### config.mk
export PLATFORM = sky130hd
export DESIGN_NAME = sata_pstretch
export DESIGN_NICKNAME = d
export VERILOG_FILES = /design/src/rtl/sata_pstretch.sv
export SDC_FILE = /design/constraint.sdc
export NUM_CORES = 1
export LEC_CHECK = 0
export ABC_AREA = 1
export BUFFER_PORTS_ARGS = -buffer_cell sky130_fd_sc_hd__clkbuf_2
export CAP_MARGIN = 10
export CORE_UTILIZATION = 40
export DETAILED_ROUTE_END_ITERATION = 16
export GPL_ROUTABILITY_DRIVEN = 0
export GPL_TIMING_DRIVEN = 0
export SLEW_MARGIN = 20
export SYNTH_ARGS = -nofsm -noshare
export SYNTH_HDL_FRONTEND = slang
export SYNTH_SLANG_ARGS = --single-unit
### constraint.sdc
create_clock -name i_clk -period 2.02 [get_ports i_clk]
set_clock_uncertainty 0.05 [all_clocks]
set_input_delay 0.202 -clock i_clk [delete_from_list [all_inputs] [get_ports i_clk]]
set_output_delay 0.202 -clock i_clk [all_outputs]
set_load 0.1 [all_outputs]
### src/rtl/sata_pstretch.sv
// Multi-channel programmable pulse stretcher for SATA link/PHY status strobes.
// Per-channel down-counters with RETRIG / ONESHOT (optional holdoff) / LEGACY modes.
module sata_pstretch #(
  parameter int NCH     = 4,
  parameter int LGLEN   = 4,
  parameter int HOLDOFF = 0
) (
  input  logic             i_clk,
  input  logic             i_reset,
  input  logic [LGLEN-1:0] i_len,
  input  logic [1:0]       i_mode,
  input  logic [NCH-1:0]   i_sig,
  output logic [NCH-1:0]   o_sig,
  output logic [NCH-1:0]   o_fall,
  output logic             o_any
);

  localparam int HW = (HOLDOFF > 0) ? $clog2(HOLDOFF + 1) : 1;

  typedef enum logic [1:0] {
    MODE_RETRIG  = 2'd0,
    MODE_ONESHOT = 2'd1,
    MODE_LEGACY  = 2'd2,
    MODE_RETRIG3 = 2'd3
  } mode_e;

  mode_e            mode;
  logic [LGLEN-1:0] load_len;
  logic [NCH-1:0]   sig_d, sig_q;
  logic [NCH-1:0]   fall_d, fall_q;
  logic             any_d, any_q;

  assign mode     = mode_e'(i_mode);
  // A zero length still produces a one-cycle pulse.
  assign load_len = (i_len == '0) ? LGLEN'(1) : i_len;

  for (genvar k = 0; k < NCH; k++) begin : g_ch
    logic [LGLEN-1:0] cnt_q, cnt_d;
    logic             prev_q;
    logic             hold_idle;
    logic             trig_os;

    assign trig_os = i_sig[k] & ~prev_q & (cnt_q == '0) & hold_idle;

    always_comb begin
      cnt_d = cnt_q;
      case (mode)
        MODE_ONESHOT: begin
          if (trig_os)
            cnt_d = load_len;
          else if (cnt_q != '0)
            cnt_d = cnt_q - 1'b1;
        end
        MODE_LEGACY: begin
          if (cnt_q == '0) begin
            if (i_sig[k])
              cnt_d = load_len;
          end else if (cnt_q != LGLEN'(1)) begin
            cnt_d = cnt_q - 1'b1;
          end else if (!i_sig[k]) begin
            cnt_d = '0;
          end
        end
        default: begin
          if (i_sig[k])
            cnt_d = load_len;
          else if (cnt_q != '0)
            cnt_d = cnt_q - 1'b1;
        end
      endcase
    end

    always_ff @(posedge i_clk or posedge i_reset) begin
      if (i_reset) begin
        cnt_q  <= '0;
        prev_q <= 1'b0;
      end else begin
        cnt_q  <= cnt_d;
        prev_q <= i_sig[k];
      end
    end

    if (HOLDOFF > 0) begin : g_hold
      logic [HW-1:0] hold_q, hold_d;

      // Holdoff only arms at the end of a ONESHOT pulse; it keeps draining in other modes.
      always_comb begin
        hold_d = hold_q;
        if (hold_q != '0)
          hold_d = hold_q - 1'b1;
        if (mode == MODE_ONESHOT && cnt_q == LGLEN'(1) && cnt_d == '0)
          hold_d = HW'(HOLDOFF);
      end

      always_ff @(posedge i_clk or posedge i_reset) begin
        if (i_reset)
          hold_q <= '0;
        else
          hold_q <= hold_d;
      end

      assign hold_idle = (hold_q == '0);
    end else begin : g_nohold
      assign hold_idle = 1'b1;
    end

    assign sig_d[k]  = (cnt_d != '0);
    assign fall_d[k] = sig_q[k] & ~sig_d[k];
  end

  assign any_d = |sig_d;

  always_ff @(posedge i_clk or posedge i_reset) begin
    if (i_reset) begin
      sig_q  <= '0;
      fall_q <= '0;
      any_q  <= 1'b0;
    end else begin
      sig_q  <= sig_d;
      fall_q <= fall_d;
      any_q  <= any_d;
    end
  end

  assign o_sig  = sig_q;
  assign o_fall = fall_q;
  assign o_any  = any_q;

endmodule

==> results.sh, run 1 <==
export IMPL_drv_slew=0
export IMPL_arrival_ns=2.00
export IMPL_ys_seq_area_share_pct=27.7
export IMPL_grt_use_total_pct=20.5
export IMPL_syn_inst=436
export IMPL_period_share_pct=92.5
export IMPL_rr_worst_depth=15
export IMPL_status="complete, no violations"
export IMPL_final_setup_viol_count=0
export IMPL_core_um2=6350
export IMPL_synth_area_per_cell_um2=6.01
export IMPL_antenna_found_initial=0
export IMPL_die_y_um=82.9
export IMPL_synth_area_um2=2620
export IMPL_path_delay_family="simple AND/OR/NAND/NOR gates"
export IMPL_slew_headroom_pct=58.2
export IMPL_post_route_util_pct=48.8
export IMPL_crit_type="register to register"
export IMPL_crit_path_start="g_ch[2].cnt_q[0]"
export IMPL_die_x_um=82.9
export IMPL_antenna_left=0
export IMPL_io_pins=21
export IMPL_crit_path_frequent_cell="nand2_1"
export IMPL_cts_max_level=2
export IMPL_clk_latency_ns=0.29
export IMPL_routed_wl_um=6800
export IMPL_synth_cell_types=25
export IMPL_diodes=0
export IMPL_r2r_start="g_ch[2].cnt_q[0]"
export IMPL_clkSinkCount=29
export IMPL_cts_root_buf="clkbuf_8"
export IMPL_grt_pass1_vias=2486
export IMPL_portBuffers=20
export IMPL_die_area_um2=6870
export IMPL_num_vias=2730
export IMPL_cp_data_required_time_ns=2.15
export IMPL_final_nets=497
export IMPL_finalHoldViolCount=0
export IMPL_min_period_ns=1.87
export IMPL_rsz0062_at_grt="false"
export IMPL_endpoint_kind="register"
export IMPL_numCtsBuffers=5
export IMPL_slowest_delay_ns=0.45
export IMPL_ys_ff_latch=29
export IMPL_drcViolationCount=0
export IMPL_worst_pin_slew_ns=0.626
export IMPL_vdd_ir_drop_max_mv=0.408
export IMPL_cp_max_fo=10
export IMPL_crit_path_start_kind="register"
export IMPL_cap_violations=0
export IMPL_area_delta_synth_final_pct=18.3
export IMPL_leakagePower_nw=1.77
export IMPL_initial_utilization_pct=41.2
export IMPL_critPathBufInv=3
export IMPL_grt_overflow=0
export IMPL_worstSetupPathDepth=15
export IMPL_clk_path_buf_depth=2
export IMPL_p_per_area_nw_per_um2=946
export IMPL_whs_ns=0.0122
export IMPL_place_hpwl_um=4880
export IMPL_drt_iter0_drc=165
export IMPL_hold_path_class="primary input to register"
export IMPL_drive_gt1_share_pct=18.7
export IMPL_crit_path_top_delay_cell="dfrtp_2"
export IMPL_hp_start="i_sig[2]"
export IMPL_syn_nets=458
export IMPL_cts_tree="built"
export IMPL_clk_pin_slew_ns=0.07
export IMPL_r2r_end="o_any"
export IMPL_grt_max_degree=30
export IMPL_num_rows=29
export IMPL_nFillCells=667
export IMPL_reg2reg_setup_slack_ns=0.15
export IMPL_grt_pass1_wl_um=11500
export IMPL_max_freq_ghz=0.535
export IMPL_viasPerCell=4.94
export IMPL_yosys_warnings=0
export IMPL_setup_worst_path_end="o_any"
export IMPL_path_cells="inv_2 -> ha_4 -> nand2_8 -> nor2_4 -> nand2_1 -> nand2_1 -> inv_1 -> nand2_1 -> nand2_1 -> nand2_1 -> nand2_1 -> clkinv_1 -> nand3_4 -> nor2_1 -> nand2_1"
export IMPL_drt_pass1_iterations=5
export IMPL_wl_per_cell_um=12.3
[registers in the layout, summed over array words and instances (netlist names)]
signal       count
g_ch.cnt_q      16
g_ch.prev_q      4
o_any            1
o_fall           4
o_sig            4
[Yosys cell counts]
cell        n  area [um2]
ha_1       10         125
nand2_2     2        12.5
dfrtp_1    29         726
inv_1      70         263
nor2_1     30         113
clkbuf_1    3        11.3
buf_4       1        7.51
buf_6       1        11.3
a21oi_2     1        8.76
o21ai_1     2        10.0
a21oi_1    11        55.1
nand2_1   168         631
clkinv_1    2        7.51
nand3_2     3        30.0
nor2_2      7        43.8
nand4_1     8        50.1
nand2_4     3        33.8
xor2_1      2        17.5
nor2_4      6        67.6
o21a_1      1        7.51
nand3_1    52         260
buf_2       6        30.0
o211ai_1    5        37.5
inv_2       4        15.0
o21ai_0     9        45.0
[routing by layer]
metal  part of all wire, %  global-route usage, %
met3                   5.0                   3.68
met5                     0                      0
met4                   2.2                   8.93
met1                    49                   27.5
met2                    44                   32.4
[report_power, final]
part / internal, W / switching, W / leakage, nW / total (W)
combinational: 0.000539 / 0.00109 / 1.39 / 0.00163
sequential: 0.000698 / 0.000129 / 0.335 / 0.000827
clock: 0.000237 / 0.000243 / 0.0439 / 0.000480
total: 0.00148 / 0.00146 / 1.77 / 0.00293
[worst reg2reg max path, cell delays in order, from the launching register on]
cell,delay [ns]
dfrtp_2,0.45
inv_2,0.10
ha_4,0.19
nand2_8,0.09
nor2_4,0.16
nand2_1,0.07
nand2_1,0.06
inv_1,0.04
nand2_1,0.04
nand2_1,0.05
nand2_1,0.09
nand2_1,0.06
clkinv_1,0.07
nand3_4,0.09
nor2_1,0.10
nand2_1,0.05
[cells in the final DEF, fill, tap and decap left out, types with 3 or more instances in the layout]
master | synthesis | final
a21oi_1 | 11 | 11
clkbuf_8 | 0 | 5
ha_1 | 10 | 6
o211ai_1 | 5 | 5
nand4_1 | 8 | 8
ha_4 | 0 | 4
nand3_1 | 52 | 51
clkbuf_1 | 3 | 3
dfrtp_2 | 0 | 4
nand3_2 | 3 | 3
nand2_1 | 168 | 168
clkbuf_2 | 0 | 20
nor2_2 | 7 | 6
dfrtp_1 | 29 | 25
inv_1 | 70 | 62
buf_4 | 1 | 9
inv_2 | 4 | 10
buf_2 | 6 | 5
nor2_1 | 30 | 29
o21ai_0 | 9 | 9
nor2_4 | 6 | 8
dlygate4sd3_1 | 0 | 3
[kinds of logic (layout without fill, tap and decap cells)]
| kind of cell | count (synthesis) | count (layout) | share of synthesized area [%] |
|---|---|---|---|
| simple gates | 279 | 279 | 47.4 |
| buf+inv | 87 | 127 | 13.2 |
| compound gates | 29 | 29 | 6.26 |
| flops | 29 | 29 | 27.7 |
| fa+ha+maj | 10 | 10 | 4.78 |
| xor+xnor | 2 | 2 | 0.669 |
[what timing repair did]
item | CTS | global route
setup buffers | 0 | 9
gates cloned | 0 | 0
hold buffers | 3 | 0
setup endpoints to repair | 2 | 8
gates resized for setup | 5 | 24
hold endpoints to repair | 31 | 0
pin swaps | 0 | 6
[through the flow]
stage	TNS (ns)	setup WS [ns]	instance area [um2]	instances	power (W)
floorplan	0	0.245	2620	436	0.00199
global placement	-0.145	-0.0920	2820	533	0.00226
detailed placement	-0.164	-0.129	2820	533	0.00227
CTS	0	0.0111	2950	544	0.00278
global route	0	0.0136	3100	553	0.00320
finish	0	0.151	3100	553	0.00293
[how the worst min path moves through the flow]
| stage | end | cells after the start |
|---|---|---|
| floorplan | g_ch[0].prev_q | 0 |
| detailed placement | g_ch[1].cnt_q[3] | 2 |
| global placement | g_ch[1].prev_q | 1 |
| global route | g_ch[3].prev_q | 1 |
| CTS | g_ch[2].prev_q | 1 |
| finish | g_ch[2].prev_q | 1 |
[cell type report]
class                           count  area (um2)  area share [%]
Buffer                             11        66.3            2.14
Clock buffer                        5        68.8            2.22
Clock inverter                      3        17.5           0.565
Inverter                           76         290            9.37
Multi-Input combinational cell    320        1630            52.6
Sequential cell                    29         731            23.6
Tap cell                           77        96.3            3.11
Timing Repair Buffer               32         198            6.38
No activity file was read; power rests on OpenSTA's default activity.
==> run 2: changes to the inputs <==
--- a/config.mk
+++ b/config.mk
@@ -12,6 +12,7 @@
 export DETAILED_ROUTE_END_ITERATION = 16
 export GPL_ROUTABILITY_DRIVEN = 0
 export GPL_TIMING_DRIVEN = 0
+export HOLD_SLACK_MARGIN = 0.15
 export SLEW_MARGIN = 20
 export SYNTH_ARGS = -nofsm -noshare
 export SYNTH_HDL_FRONTEND = slang
==> results.sh, run 2 (same netlist as run 1, synthesis figures left out) <==
export IMPL_cap_violations=0
export IMPL_crit_path_start_kind="register"
export IMPL_numCtsBuffers=5
export IMPL_status="complete, no violations"
export IMPL_num_rows=29
export IMPL_place_hpwl_um=4880
export IMPL_final_cell_mix="nand2_1, inv_1, nand3_1, nor2_1, dfrtp_1"
export IMPL_area_delta_synth_final_pct=19.1
export IMPL_internal_power_w=0.00148
export IMPL_rsz0062_at_grt="false"
export IMPL_initial_utilization_pct=41.2
export IMPL_portBuffers=20
export IMPL_drcViolationCount=0
export IMPL_vdd_ir_drop_max_mv=0.408
export IMPL_drt_iter0_drc=160
export IMPL_critPathBufInv=1
export IMPL_crit_type="register to register"
export IMPL_period_share_pct=92.9
export IMPL_clk_latency_ns=0.28
export IMPL_whs_ns=0.335
export IMPL_clkPwrFrac_pct=16.3
export IMPL_cts_root_buf="clkbuf_8"
export IMPL_p_seq_share_pct=28.1
export IMPL_max_freq_ghz=0.533
export IMPL_die_area_um2=6870
export IMPL_routed_wl_um=6810
export IMPL_grt_pass1_vias=2495
export IMPL_grt_max_degree=30
export IMPL_die_x_um=82.9
export IMPL_arrival_ns=2.01
export IMPL_endpoint_kind="register"
export IMPL_dp_cells=533
export IMPL_final_setup_viol_count=0
export IMPL_final_instance_count_excl_fill=555
export IMPL_core_um2=6350
export IMPL_p_sw_share_pct=49.6
export IMPL_viasPerCell=4.92
export IMPL_die_y_um=82.9
export IMPL_p_per_area_nw_per_um2=940
export IMPL_grt_overflow=0
export IMPL_drv_slew=0
export IMPL_cp_data_required_time_ns=2.15
export IMPL_worst_pin_slew_ns=0.626
export IMPL_cts_max_level=2
export IMPL_leakagePower_nw=1.78
export IMPL_cp_max_fo=10
export IMPL_power_frac_comb_pct=55.5
export IMPL_drt_pass1_iterations=4
export IMPL_path_delay_family="simple AND/OR/NAND/NOR gates"
export IMPL_power_switching_w=0.00146
export IMPL_drive_gt1_share_pct=18.6
export IMPL_clkSinkCount=29
export IMPL_cts_tree="built"
export IMPL_hold_path_class="primary input to register"
export IMPL_clk_pin_slew_ns=0.07
export IMPL_largest_register="g_ch.cnt_q"
export IMPL_slowest_delay_ns=0.45
export IMPL_grt_use_total_pct=20.5
export IMPL_wl_per_cell_um=12.3
export IMPL_mostFrequentLayoutCell="nand2_1"
export IMPL_antenna_found_initial=0
export IMPL_path_cells="inv_2 -> ha_4 -> nand2_8 -> nor2_4 -> nand2_1 -> nand3_1 -> nand3_1 -> o21ai_1 -> nand3_4 -> nor2_1 -> nand2_1"
export IMPL_crit_path_top_delay_cell="dfrtp_2"
export IMPL_grt_pass1_wl_um=11500
export IMPL_clk_path_buf_depth=2
export IMPL_io_pins=21
export IMPL_slew_headroom_pct=58.3
export IMPL_antenna_left=0
export IMPL_num_vias=2731
export IMPL_largest_register_ffs=16
export IMPL_diodes=0
export IMPL_finalHoldViolCount=0
export IMPL_final_nets=499
export IMPL_min_period_ns=1.88
## run 2: final timing paths
| kind | endpoint | startpoint | slack (ns) | depth (start not counted) |
|---|---|---|---|---|
| worst min register to register | o_fall[2] | o_sig[2] | 0.44 | 2 |
| min in group asynchronous | g_ch[1].cnt_q[3] | i_reset | 0.48 | 3 |
| worst max register to register | o_any | g_ch[2].cnt_q[0] | 0.14 | 11 |
| max in group asynchronous | g_ch[2].cnt_q[0] | i_reset | 1.00 | 3 |
| worst min-delay path | g_ch[0].cnt_q[1] | i_len[1] | 0.33 | 5 |
| worst max-delay path | o_any | g_ch[2].cnt_q[0] | 0.14 | 11 |
## run 2: worst reg2reg max path, delay by kind of cell, from the launching register on
family          cells  cell delay (ns)
compound gates      1             0.19
fa+ha+maj           1             0.19
buf+inv             1             0.10
flops               1             0.45
simple gates        8             0.80
## run 2: metal layers
metal / up-vias / global-route usage [%] / part of all wire (%)
met2: 59 / 32.4 / 45
met1: 1223 / 27.5 / 49
met3: 16 / 3.68 / 4.1
met5: - / 0 / 0
li1: 1433 / - / -
met4: 0 / 8.93 / 2.4
## run 2: metrics by stage
step | setup slack, ns | setup TNS (ns) | util, % | power, W | instance area, um2
final | 0.144 | 0 | 49.1 | 0.00293 | 3120
after global routing | 0.0136 | 0 | 49.1 | 0.00320 | 3120
after CTS | 0.0111 | 0 | 46.8 | 0.00279 | 2970
after detailed placement | -0.129 | -0.164 | 44.3 | 0.00227 | 2820
after global placement | -0.0920 | -0.145 | 44.3 | 0.00226 | 2820
after floorplan | 0.245 | 0 | - | 0.00199 | 2620
## run 2: area by class of cell
class / count / area, um2
Fill cell: 667 / 3230
Multi-Input combinational cell: 320 / 1630
Sequential cell: 29 / 731
Inverter: 76 / 290
Timing Repair Buffer: 34 / 218
Tap cell: 77 / 96.3
Clock buffer: 5 / 68.8
Buffer: 11 / 66.3
Clock inverter: 3 / 17.5
## run 2: power by group through the flow
| stage | clock network [W] | logic, W | registers [W] |
|---|---|---|---|
| CTS | 0.000496 | 0.00147 | 0.000818 |
| floorplan | 0 | 0.000975 | 0.00102 |
| global placement | 0 | 0.00144 | 0.000821 |
| finish | 0.000478 | 0.00163 | 0.000826 |
| global route | 0.000526 | 0.00183 | 0.000844 |
| detailed placement | 0 | 0.00145 | 0.000826 |
## run 2: repair_timing
action | in CTS | in global routing
cloned | 0 | 0
hold buffers | 5 | 0
gates resized for setup | 5 | 24
pin swaps | 0 | 6
endpoints found under the setup margin | 2 | 8
buffers inserted | 0 | 9
endpoints found under the hold margin | 33 | 0
==> run 3: changes to the inputs <==
==> constraint.sdc (replaced) <==
create_clock -name i_clk -period 2.1 [get_ports i_clk]
set_clock_uncertainty 0.05 [all_clocks]
set_input_delay 0.21 -clock i_clk [delete_from_list [all_inputs] [get_ports i_clk]]
set_output_delay 0.21 -clock i_clk [all_outputs]
set_load 0.1 [all_outputs]
==> results.sh, run 3 (same netlist as run 1, synthesis figures left out) <==
export IMPL_cp_data_required_time_ns=2.22
export IMPL_worst_pin_slew_ns=0.626
export IMPL_drv_slew=0
export IMPL_die_x_um=82.9
export IMPL_p_per_area_nw_per_um2=901
export IMPL_setup_tns_ns=0
export IMPL_leakagePower_nw=1.76
export IMPL_drt_pass1_iterations=4
export IMPL_routed_wl_um=6710
export IMPL_antenna_found_initial=0
export IMPL_period_share_pct=90.9
export IMPL_p_sw_share_pct=49.6
export IMPL_numCtsBuffers=5
export IMPL_crit_path_top_delay_cell="dlygate4sd3_1"
export IMPL_holdPathStages=5
export IMPL_whs_ns=0.343
export IMPL_wl_per_cell_um=12.2
export IMPL_setup_slack_ns=0.192
export IMPL_nFillCells=680
export IMPL_crit_path_start_kind="primary input"
export IMPL_drcViolationCount=0
export IMPL_clk_pin_slew_ns=0.07
export IMPL_reg2reg_setup_slack_ns=0.20
export IMPL_arrival_ns=2.03
export IMPL_r2r_start="g_ch[2].cnt_q[0]"
export IMPL_crit_type="primary input to register"
export IMPL_slowest_delay_ns=0.52
export IMPL_num_rows=29
export IMPL_cp_max_fo=10
export IMPL_mostFrequentLayoutCell="nand2_1"
export IMPL_io_pins=21
export IMPL_path_cells="dlygate4sd3_1 -> clkbuf_2 -> buf_4 -> inv_2 -> nor2_4 -> inv_1 -> nor2_2 -> nand2_1 -> nand3_1 -> nand2_1 -> nand2_1 -> nand2_1 -> inv_1 -> nand3_1 -> nor2_1 -> nand2_1"
export IMPL_place_hpwl_um=4880
export IMPL_grt_pass1_wl_um=11500
export IMPL_crit_path_frequent_cell="nand2_1"
export IMPL_p_seq_share_pct=28.8
export IMPL_num_vias=2707
export IMPL_initial_utilization_pct=41.2
export IMPL_final_nets=494
export IMPL_cap_violations=0
export IMPL_vdd_ir_drop_max_mv=0.387
export IMPL_clk_path_buf_depth=2
export IMPL_placed_area_um2=2820
export IMPL_grt_overflow=0
export IMPL_cts_root_buf="clkbuf_8"
export IMPL_clkSinkCount=29
export IMPL_die_area_um2=6870
export IMPL_die_y_um=82.9
export IMPL_rr_worst_depth=15
export IMPL_clkPwrFrac_pct=16.7
export IMPL_cts_tree="built"
export IMPL_grt_use_total_pct=20.5
export IMPL_power_frac_comb_pct=54.6
export IMPL_endpoint_kind="register"
export IMPL_status="complete, no violations"
export IMPL_drt_iter0_drc=191
export IMPL_max_freq_ghz=0.524
export IMPL_internal_power_w=0.00138
export IMPL_power_switching_w=0.00136
export IMPL_grt_pass1_vias=2495
export IMPL_antenna_left=0
export IMPL_rsz0062_at_grt="false"
export IMPL_area_delta_synth_final_pct=16.3
export IMPL_hold_path_class="primary input to register"
export IMPL_place_ws_ns=-0.0570
export IMPL_design_area_um2=3050
export IMPL_largest_register="g_ch.cnt_q"
export IMPL_diodes=0
export IMPL_total_power_w=0.00274
export IMPL_largest_register_ffs=16
export IMPL_drive_gt1_share_pct=16.3
export IMPL_slew_headroom_pct=58.2
export IMPL_r2r_end="o_any"
export IMPL_cts_max_level=2
export IMPL_min_period_ns=1.91
export IMPL_final_cell_mix="nand2_1, inv_1, nand3_1, nor2_1, dfrtp_1"
export IMPL_core_um2=6350
export IMPL_hp_start="i_len[1]"
export IMPL_grt_max_degree=30
export IMPL_final_setup_viol_count=0
export IMPL_viasPerCell=4.92
export IMPL_holdPathEnd="g_ch[0].cnt_q[1]"
export IMPL_finalHoldViolCount=0
export IMPL_portBuffers=20
export IMPL_clk_latency_ns=0.28
[run 3: changes by cell type in the layout (fill, tap and decap cells not counted), moves of 2 or more]
| cell | before | now |
|---|---|---|
| inv_1 | 62 | 66 |
| buf_4 | 9 | 5 |
| inv_4 | 2 | 0 |
| inv_2 | 10 | 8 |
[run 3: area by class of cell]
| type | count | area (um2) | area share (%) |
|---|---|---|---|
| clock buffer | 5 | 68.8 | 2.26 |
| timing repair buffer | 29 | 180 | 5.92 |
| buffer | 11 | 60.1 | 1.97 |
| multi-input combinational | 320 | 1610 | 52.8 |
| clock inverter | 3 | 17.5 | 0.575 |
| tap | 77 | 96.3 | 3.16 |
| inverter | 76 | 285 | 9.37 |
| sequential | 29 | 729 | 24.0 |
[run 3: power groups by stage]
stage / combinational, W / sequential, W / clock (W)
after floorplan: 0.000938 / 0.000978 / 0
after global placement: 0.00139 / 0.000790 / 0
after detailed placement: 0.00139 / 0.000794 / 0
after CTS: 0.00140 / 0.000783 / 0.000477
after global routing: 0.00170 / 0.000806 / 0.000504
final: 0.00150 / 0.000789 / 0.000457
[run 3: worst max-delay path by stage]
stage | start | end | slack (ns)
global route | g_ch[3].cnt_q[0] | o_any | 0.009
finish | i_sig[1] | o_any | 0.19
CTS | g_ch[0].cnt_q[0] | o_any | 0.02
global placement | i_mode[0] | o_any | -0.02
floorplan | g_ch[3].cnt_q[0] | o_any | 0.33
detailed placement | i_mode[0] | o_any | -0.06
[run 3: critical path, delay by kind of cell]
kind | cells | cell delay (ns)
buffers and inverters | 6 | 0.97
and+or+nand+nor | 10 | 0.83
[run 3: repair_timing]
action / in CTS / in global routing
resized for setup: 0 / 16
setup buffers: 0 / 4
hold endpoints to repair: 33 / 0
hold buffers: 5 / 0
setup endpoints to repair: 0 / 7
[run 3: per-layer routing]
metal | wire length [um] | up-vias | track usage, %
met5 | 0 | - | 0
met4 | 211 | 0 | 8.93
met3 | 324 | 17 | 3.68
met2 | 2880 | 55 | 32.4
met1 | 3290 | 1215 | 27.4
li1 | - | 1420 | -
[run 3: stage by stage]
| step | instances | utilization, % |
|---|---|---|
| after floorplan | 436 | - |
| after global placement | 533 | 44.3 |
| after detailed placement | 533 | 44.3 |
| after CTS | 546 | 46.5 |
| after global routing | 550 | 48.0 |
| final | 550 | 48.0 |
